File: src/rtl/rr_arbiter8.sv
// rr_arbiter8 -- 8-way round-robin arbiter with break-before-make grant gaps.
// Registered one-hot grant plus index; a grant is held until the owner drops
// its request or, with other requesters waiting, until MAX_HOLD cycles elapse.
// Optional build macro RR_ARBITER8_LOCK_EN adds a lock input that suspends the
// hold timeout while asserted during a grant.
//
// state   | meaning
// --------+------------------------------------------------------------
// S_IDLE  | no owner, arbitrating every cycle from the priority pointer
// S_GRANT | one owner holds the resource, hold counter running
// S_GAP   | single idle cycle after a release; previous owner has lowest priority
module rr_arbiter8 #(
   parameter int MAX_HOLD = 16
) (
   input  logic       clk,
   input  logic       rst,
   input  logic [7:0] req,
`ifdef RR_ARBITER8_LOCK_EN
   input  logic       lock,
`endif
   output logic [7:0] gnt,
   output logic [2:0] gnt_idx,
   output logic       gnt_valid
);

   localparam int CW = $clog2(MAX_HOLD + 1);
   localparam logic [CW-1:0] CNT_MAX = CW'(MAX_HOLD - 1);

   typedef enum logic [1:0] {
      S_IDLE  = 2'd0,
      S_GRANT = 2'd1,
      S_GAP   = 2'd2
   } state_t;

   state_t        state_q, state_d;
   logic [7:0]    gnt_q, gnt_d;
   logic [2:0]    idx_q, idx_d;
   logic          valid_q, valid_d;
   logic [2:0]    ptr_q, ptr_d;
   logic [CW-1:0] cnt_q, cnt_d;

   logic          win_found;
   logic [2:0]    win_idx;
   logic          lock_act;
   logic          others_pending;
   logic          owner_req;

`ifdef RR_ARBITER8_LOCK_EN
   assign lock_act = lock;
`else
   assign lock_act = 1'b0;
`endif

   // The owner's own bit is masked out so only genuine competitors can preempt.
   assign others_pending = |(req & ~gnt_q);
   assign owner_req      = req[idx_q];

   // Rotating priority search: ptr+1 first, ptr itself last.
   always_comb begin
      logic [2:0] cand;
      cand      = '0;
      win_found = 1'b0;
      win_idx   = '0;
      for (int k = 1; k <= 8; k++) begin
         cand = ptr_q + 3'(k);
         if (!win_found && req[cand]) begin
            win_found = 1'b1;
            win_idx   = cand;
         end
      end
   end

   // Next-state and registered-output decisions.
   always_comb begin
      state_d = state_q;
      gnt_d   = gnt_q;
      idx_d   = idx_q;
      valid_d = valid_q;
      ptr_d   = ptr_q;
      cnt_d   = cnt_q;
      case (state_q)
         S_IDLE, S_GAP: begin
            if (win_found) begin
               state_d = S_GRANT;
               gnt_d   = 8'b1 << win_idx;
               idx_d   = win_idx;
               valid_d = 1'b1;
               ptr_d   = win_idx;
               cnt_d   = '0;
            end else begin
               state_d = S_IDLE;
               gnt_d   = '0;
               valid_d = 1'b0;
            end
         end
         S_GRANT: begin
            // A release wins over a coincident timeout; both end in the gap.
            if (!owner_req || (!lock_act && cnt_q == CNT_MAX && others_pending)) begin
               state_d = S_GAP;
               gnt_d   = '0;
               valid_d = 1'b0;
               cnt_d   = '0;
            end else if (lock_act) begin
               cnt_d = '0;
            end else if (cnt_q != CNT_MAX) begin
               cnt_d = cnt_q + CW'(1);
            end
         end
         default: begin
            state_d = S_IDLE;
            gnt_d   = '0;
            valid_d = 1'b0;
            cnt_d   = '0;
         end
      endcase
   end

   // State and output registers; reset clears the grant without waiting for clk.
   always_ff @(posedge clk or posedge rst) begin
      if (rst) begin
         state_q <= S_IDLE;
         gnt_q   <= '0;
         idx_q   <= '0;
         valid_q <= 1'b0;
         ptr_q   <= 3'd7;
         cnt_q   <= '0;
      end else begin
         state_q <= state_d;
         gnt_q   <= gnt_d;
         idx_q   <= idx_d;
         valid_q <= valid_d;
         ptr_q   <= ptr_d;
         cnt_q   <= cnt_d;
      end
   end

   assign gnt       = gnt_q;
   assign gnt_idx   = idx_q;
   assign gnt_valid = valid_q;

endmodule

File: config.mk
export PLATFORM = sky130hd
export DESIGN_NAME = rr_arbiter8
export DESIGN_NICKNAME = d
export VERILOG_FILES = /design/src/rtl/rr_arbiter8.sv
export SDC_FILE = /design/constraint.sdc
export NUM_CORES = 1
export LEC_CHECK = 0
export ABC_AREA = 1
export CORE_ASPECT_RATIO = 0.8
export CORE_MARGIN = 10
export CORE_UTILIZATION = 54
export CTS_BUF_LIST = sky130_fd_sc_hd__clkbuf_4
export DETAILED_ROUTE_END_ITERATION = 8
export DONT_BUFFER_PORTS = 1
export HOLD_SLACK_MARGIN = 0.1
export PLACE_DENSITY = 0.7
export SETUP_SLACK_MARGIN = 0.3
export SYNTH_ARGS = -nofsm -noshare
export SYNTH_HDL_FRONTEND = slang
export SYNTH_SLANG_ARGS = --single-unit
File: constraint.sdc
create_clock -name clk -period 4.05 [get_ports clk]
set_input_delay 0.81 -clock clk [delete_from_list [all_inputs] [get_ports clk]]
set_output_delay 0.81 -clock clk [all_outputs]
set_load 0.01 [all_outputs]
==> summary.txt, run 1 <==
Synthesis
  – Syn Inst Count: ~280
  – Ys async rst share: 100%
  – Largest family of logic cells by synthesized area: simple AND/OR/NAND/NOR gates
  – Synth Area in Compound Gates: 11.6%
  – Syn. warnings: 0
  – Post-Synth Adder-Cell Area: under 10%
  – Synthesized area per cell: approximately 7 um2
  – Post-synth cell types: 36
  – Post-synth EDFFs: 0
  – #FFs+latches synth: 22
  – Post-Syn Nets: 290
  – XOR/XNOR Fraction of Synth Area: under 10%
  – Multiplexer share of the synthesized area: 0%
  – Prevailing post-synth register cell: dfrtp_1
  – Register area share after synthesis: between 20% and 30%
  – Synthesized area: ~1900 um2
  – Simple-Gate Fraction of Synth Area: ~43%

Critical path
  – Crit-path max FO: 11
  – Critical Path RT: between 4 and 5 ns
  – Crit Path Class: flip-flop to flip-flop
  – Worst Setup End Kind: flip-flop
  – Crit path arrival time: approximately 3.2 ns
  – CP startpoint kind: flip-flop

Routing
  – Routed WL per cell: roughly 15 um
  – Drt drc: 0
  – Metal-1 WL: between 2000 and 2500 um
  – Post-Route WL: around 4700 um
  – Routed vias: 1777
  – Starting DRT DRC Count: 189
  – Met3 WL: slightly above 500 um
  – DR top layer: met4
  – Avg Vias per Cell: 5.59
  – Metal2 WL: slightly below 2000 um
  – Post-DRT Antenna Nets: 0
  – DR pass1 iterations: 4

Placement
  – Gpl congestion: approximately 0.9
  – Buffers on Ports: 0
  – Pre-CTS setup slack: 1.08 ns
  – Placed Cells: 314
  – Hpwl dp: around 3900 um

Clocking
  – CTS Buffer Depth: 2
  – CTS Hold Buffers Added: 0
  – Post CTS Setup Buffer Count: 0
  – TritonCTS clock tree: built
  – Worst-Skew Late Latency: between 0.3 and 0.4 ns
  – Resized cells post-CTS: 0
  – H-tree Lvls: 1
  – Reg clk slew, reported paths: roughly 0.12 ns
  – Root buffer cell: clkbuf_4
  – CTS sink cnt: 22
  – Num CTS Buffers: 3

STA
  – Slew headroom: 45.1%
  – Setup TNS: 0 ns
  – Final Max Tran Viols: 0
  – Period utilisation layout: ~75%
  – Post-layout min period: between 3 and 4 ns
  – Final setup violation count: 0
  – Post-route setup slack: 1.03 ns
  – Max Freq: approximately 0.33 GHz
  – Actual slew at the worst max-slew pin: 0.822 ns
  – Final hold violation count: 0
  – RSZ-0062 raised after global routing: false
  – Clock skew: about 0.0009 ns

Floorplanning
  – Die height: roughly 73 um
  – Starting density of the core: a little under three fifths
  – I/O pins: 22
  – Die footprint: 6350 um2
  – Core ar.: 3420 um2
  – Row count: 19
  – Die span in x: around 87 um

Global routing
  – Gr usage total: 15.3%
  – Initial antenna violation count: 0
  – Largest net degree at the start of global routing: 23
  – Vias in the first global route: between 1500 and 2000
  – Grt total ovfl: 0
  – First-pass GRT wire length: 7910 um

Cells and area
  – Non-filler instance count after layout: between 300 and 400
  – Most frequent cells in the layout: nand2_1, nand3_1, inv_1, nor2_1, dfrtp_1
  – Most common cell after layout, fill and taps aside: nand2_1
  – Share of cells above drive strength 1: 16.7%
  – Multi-input gate area: roughly 1200 um2
  – Layout Area Growth over Synthesis: 1.96%
  – Final nets: slightly below 300
  – Antenna fix cells: 0
  – Register area: about 550 um2
  – # fillers: ~330

Outcome
  – Status: complete, no violations

Job
  – Max-cap violations: 0

Hold path
  – Worst Hold Class: input port to async pin
logic make-up after synthesis:
family	Yosys count
buffers and inverters	44
AO/OA/AOI/OAI	35
flip-flops	22
AND/OR/NAND/NOR	167
XOR/XNOR	4
adder cells (fa/ha/maj)	4
sequential cells by signal (all words and copies together) (netlist names):
name	count
ptr_q	3
gnt_valid	1
gnt_idx	3
gnt	8
cnt_q	5
state_q	2
worst max-delay path: stages (launching register included):
cell and delay (ns):
dfstp_2 0.77, inv_2 0.15, ha_1 0.42, inv_1 0.21
nand3_1 0.14, nand3_2 0.12, nand2_4 0.08, nor2_4 0.16
nand4_4 0.14, nor2_4 0.15, nand3_1 0.10, nand2_2 0.11
inv_4 0.07, nand2_2 0.12, inv_2 0.05, nand2_1 0.06
nand2_1 0.05
Yosys cell counts (3+ instances only):
master / instances / share of area, %
nand3_2: 7 / 3.7
dfrtp_1: 19 / 25
nor2_4: 3 / 1.8
nand2_1: 87 / 17
o21bai_1: 5 / 2.0
a21oi_1: 3 / 0.78
nand3_1: 32 / 8.3
buf_6: 4 / 2.3
ha_1: 4 / 2.6
nor2_1: 19 / 3.7
dfstp_2: 3 / 4.1
nand2_2: 5 / 1.6
inv_1: 30 / 5.9
o21ai_0: 16 / 4.2
nand2_4: 3 / 1.8
inv_2: 8 / 1.6
nand4_1: 4 / 1.3
layer usage:
| metal | up-vias | track usage (%) |
|---|---|---|
| met4 | 0 | 1.26 |
| met2 | 67 | 21.9 |
| li1 | 890 | - |
| met3 | 2 | 5.52 |
| met1 | 818 | 22.1 |
| met5 | - | 0 |
area by class of cell:
class,count,share of cell area (%)
Tap cell,42,2.69
Multi-Input combinational cell,210,59.5
Clock buffer,4,1.54
Sequential cell,22,28.3
Inverter,40,7.93
metrics by stage:
stage / area [um2] / hold slack [ns] / util, %
finish: 1960 / 0.533 / 57.1
global route: 1960 / 0.567 / 57.1
CTS: 1960 / 0.544 / 57.1
detailed placement: 1930 / 0.515 / 56.3
floorplan: 1920 / 0.478 / -
global placement: 1930 / 0.507 / 56.3
worst paths after layout:
path                                 startpoint                     end  slack [ns]  cells after the start
min reg2reg                cnt_q[4]$_DFFE_PP0P_    cnt_q[4]$_DFFE_PP0P_        0.53                      2
min                                         rst      gnt[2]$_DFFE_PP0P_        0.53                      1
max                        ptr_q[1]$_DFFE_PP1P_      gnt[5]$_DFFE_PP0P_        1.03                     16
max reg2reg                ptr_q[1]$_DFFE_PP1P_      gnt[5]$_DFFE_PP0P_        1.03                     16
max in group asynchronous                   rst  gnt_idx[1]$_DFFE_PP0P_        3.01                      1
min in group clk           cnt_q[4]$_DFFE_PP0P_    cnt_q[4]$_DFFE_PP0P_        0.53                      2
Power of run 1 is not shown: default switching activity piles up to over one toggle a cycle in this logic, so the estimate is an artifact.
==> run 2: changes to the inputs <==
--- a/config.mk
+++ b/config.mk
@@ -5,7 +5,7 @@
 export SDC_FILE = /design/constraint.sdc
 export NUM_CORES = 1
 export LEC_CHECK = 0
-export ABC_AREA = 1
+export ABC_AREA = 0
 export CORE_ASPECT_RATIO = 0.8
 export CORE_MARGIN = 10
 export CORE_UTILIZATION = 54
@@ -13,7 +13,7 @@
 export DETAILED_ROUTE_END_ITERATION = 8
 export DONT_BUFFER_PORTS = 1
 export HOLD_SLACK_MARGIN = 0.1
-export PLACE_DENSITY = 0.7
+export PLACE_DENSITY = 0.73
 export SETUP_SLACK_MARGIN = 0.3
 export SYNTH_ARGS = -nofsm -noshare
 export SYNTH_HDL_FRONTEND = slang
==> constraint.sdc (replaced) <==
create_clock -name clk -period 2.7 [get_ports clk]
set_input_delay 0.54 -clock clk [delete_from_list [all_inputs] [get_ports clk]]
set_output_delay 0.54 -clock clk [all_outputs]
set_load 0.01 [all_outputs]
==> run 2 against run 1 <==
The run now ends with setup timing left; first-iteration DRC count up 9.5%; setup slack got worse by 1.5 ns; wire length grew 36%; global-route usage rose by 3.2 points; sequential share of layout area is 7.0 points lower; final area up 33%; cell count shrank 15%; maximum frequency is 5.3% lower; area after synthesis grew 6.0%; highest routed layer unchanged.
==> summary.txt, run 2 <==
STA
  – Slew headroom: 45.1% (about the same)
  – Final Max Tran Viols: 0 (unchanged)
  – RSZ-0062 raised after global routing: true
  – Post-layout min period: 3.19 ns (+0.169 ns)
  – Final setup violation count: 21 (+21)
  – Period utilisation layout: 118% (+44 points)
  – Max Freq: 0.313 GHz (-5.3%)
  – Clock skew: 0.0150 ns (+0.0141 ns)
  – Actual slew at the worst max-slew pin: 0.823 ns (+0.000532 ns)
  – Post-route setup slack: -0.492 ns (-1.52 ns)
  – Final hold violation count: 0 (unchanged)

Critical path
  – Crit Path Class: flip-flop to flip-flop
  – Setup slack, reg-to-reg: -0.49 ns (-1.52 ns)
  – Worst Setup End Kind: flip-flop
  – CP startpoint kind: flip-flop
  – Worst R2R End: gnt[7]$_DFFE_PP0P_
  – Worst r2r src: ptr_q[1]$_DFFE_PP1P_
  – Crit path arrival time: 3.43 ns (+0.19 ns)
  – Crit-path max FO: 7 (-4)
  – Reg2reg path depth: 11 (-5)
  – Critical Path RT: 2.94 ns (-1.32 ns)

Floorplanning
  – Row count: 19 (unchanged)
  – Core ar.: 3520 um2 (+2.8%)
  – Starting density of the core: 57.8% (+1.8 points)
  – Die height: 74.9 um (+2.1%)
  – I/O pins: 22 (unchanged)
  – Die span in x: 88.6 um (+2.3%)
  – Die footprint: 6630 um2 (+4.5%)

Routing
  – DR pass1 iterations: 5 (+1)
  – Starting DRT DRC Count: 207 (+9.5%)
  – Routed WL per cell: 23.5 um (+59%)
  – Post-Route WL: 6360 um (+36%)
  – Post-DRT Antenna Nets: 0 (unchanged)
  – Routed vias: 1898 (+6.8%)
  – Drt drc: 0 (unchanged)
  – Avg Vias per Cell: 7.00 (+25%)

Synthesis
  – Post-synth top area share: 23.4% (-1.4 points)
  – Post-synth cell types: 59 (+64%)
  – Post-synth EDFFs: 0 (unchanged)
  – Ys async rst share: 100% (unchanged)
  – Prevailing post-synth register cell: dfrtp_1
  – Commonest cells in the netlist: dfrtp_1, inv_1, nand2_1, nor2_1, mux4_2
  – Syn Inst Count: 187 (-32%)
  – #FFs+latches synth: 22 (unchanged)
  – Register area share after synthesis: 27.3% (-1.6 points)
  – Top-count cell post-synth: dfrtp_1
  – Area leader, netlist: dfrtp_1
  – Syn. warnings: 0 (unchanged)
  – Largest cells by area after synthesis: dfrtp_1, mux4_2, mux4_1
  – Synthesized area: 2030 um2 (+6.0%)
  – Synthesized area per cell: 10.9 um2 (+56%)
  – Post-Syn Nets: 201 (-31%)

Clocking
  – Worst-Skew Late Latency: 0.33 ns (+0.02 ns)
  – CTS Buffer Depth: 2 (unchanged)
  – H-tree Lvls: 1 (unchanged)
  – Reg clk slew, reported paths: 0.13 ns (about the same)
  – TritonCTS clock tree: built
  – CTS sink cnt: 22 (unchanged)
  – Root buffer cell: clkbuf_4
  – Num CTS Buffers: 3 (unchanged)

Cells and area
  – Most common cell after layout, fill and taps aside: buf_4
  – Register area: 554 um2 (unchanged)
  – Final nets: 244 (-16%)
  – Most frequent cells in the layout: buf_4, dfrtp_1, inv_1, nand2_1, nor2_1
  – # fillers: 229 (-31%)
  – Share of cells above drive strength 1: 47.2% (+30 points)
  – Multi-input gate area: 1520 um2 (+30%)
  – Layout Area Growth over Synthesis: 27.5%
  – Max reg flops: 8 (unchanged)
  – Antenna fix cells: 0 (unchanged)

Placement
  – Gpl congestion: 0.939 (+3.5%)
  – Buffers on Ports: 0 (unchanged)
  – Hpwl dp: 4170 um (+7.1%)
  – Pre-CTS setup slack: -0.532 ns (-1.61 ns)

Global routing
  – Largest net degree at the start of global routing: 23 (unchanged)
  – Grt total ovfl: 0 (unchanged)
  – Initial antenna violation count: 0 (unchanged)
  – Vias in the first global route: 1798 (+13%)
  – Gr usage total: 18.5% (+3.2 points)
  – First-pass GRT wire length: 9660 um (+22%)

Job
  – Max-cap violations: 0 (unchanged)

Outcome
  – Violated checks: setup timing
  – Status: complete, but fails checks

Hold path
  – Worst Hold Class: input port to async pin
-- run 2: cells by family after synthesis --
kind of cell,Yosys count,share of synthesized area [%]
AO/OA/AOI/OAI,52,21.0
AND/OR/NAND/NOR,49,13.4
multiplexers,31,26.6
buffers and inverters,25,7.57
flip-flops,22,27.3
XOR/XNOR,4,1.72
adder cells (fa/ha/maj),4,2.46
-- run 2: timing repair --
item	4_1_cts	5_1_grt
buffers inserted	6	4
gates cloned	1	0
pin swaps	12	3
hold buffers	0	0
endpoints found under the setup margin	21	21
resized for setup	28	12
-- run 2: worst max path at each step --
| stage | from | to | depth (start not counted) | slack, ns |
|---|---|---|---|---|
| after floorplan | ptr_q[1]$_DFFE_PP1P_ | gnt[2]$_DFFE_PP0P_ | 11 | -0.53 |
| after global placement | ptr_q[0]$_DFFE_PP1P_ | gnt[5]$_DFFE_PP0P_ | 9 | -0.49 |
| after detailed placement | ptr_q[0]$_DFFE_PP1P_ | gnt[2]$_DFFE_PP0P_ | 9 | -0.53 |
| after CTS | ptr_q[1]$_DFFE_PP1P_ | gnt[1]$_DFFE_PP0P_ | 10 | -0.45 |
| after global routing | ptr_q[0]$_DFFE_PP1P_ | gnt[7]$_DFFE_PP0P_ | 11 | -0.60 |
| final | ptr_q[1]$_DFFE_PP1P_ | gnt[7]$_DFFE_PP0P_ | 11 | -0.49 |
-- run 2: cell type report --
class / count / share of cell area [%]
Inverter: 17 / 2.56
Sequential cell: 22 / 21.4
Clock buffer: 4 / 1.16
Tap cell: 42 / 2.03
Multi-Input combinational cell: 140 / 58.5
Timing Repair Buffer: 46 / 14.4
-- run 2: layer usage --
metal / wire length, um / track usage [%]
met1: 2460 / 23.4
met2: 3080 / 32.3
met3: 596 / 4.85
met4: 220 / 1.61
met5: 0 / 0
-- run 2: per-stage QoR --
step,setup TNS [ns],hold WS [ns],std cells,util (%),cell area [um2]
4_1_cts,-6.54,0.263,267,71.4,2510
2_1_floorplan,-8.06,0.409,187,-,2070
3_3_place_gp,-7.51,0.446,256,65.2,2290
3_5_place_dp,-8.92,0.457,256,65.2,2290
5_1_grt,-9.31,0.286,271,73.7,2590
6_report,-7.51,0.243,271,73.7,2590
-- run 2: worst max-delay path, cell delays in order, from the launching register on --
cell	delay, ns
dfstp_2	0.57
inv_4	0.04
ha_4	0.31
buf_4	0.16
mux4_2	0.31
buf_4	0.16
mux2_4	0.29
buf_4	0.16
a2111oi_0	0.46
a211o_1	0.22
a32oi_4	0.10
o31ai_1	0.31
Power of run 2 is left out for the same reason.
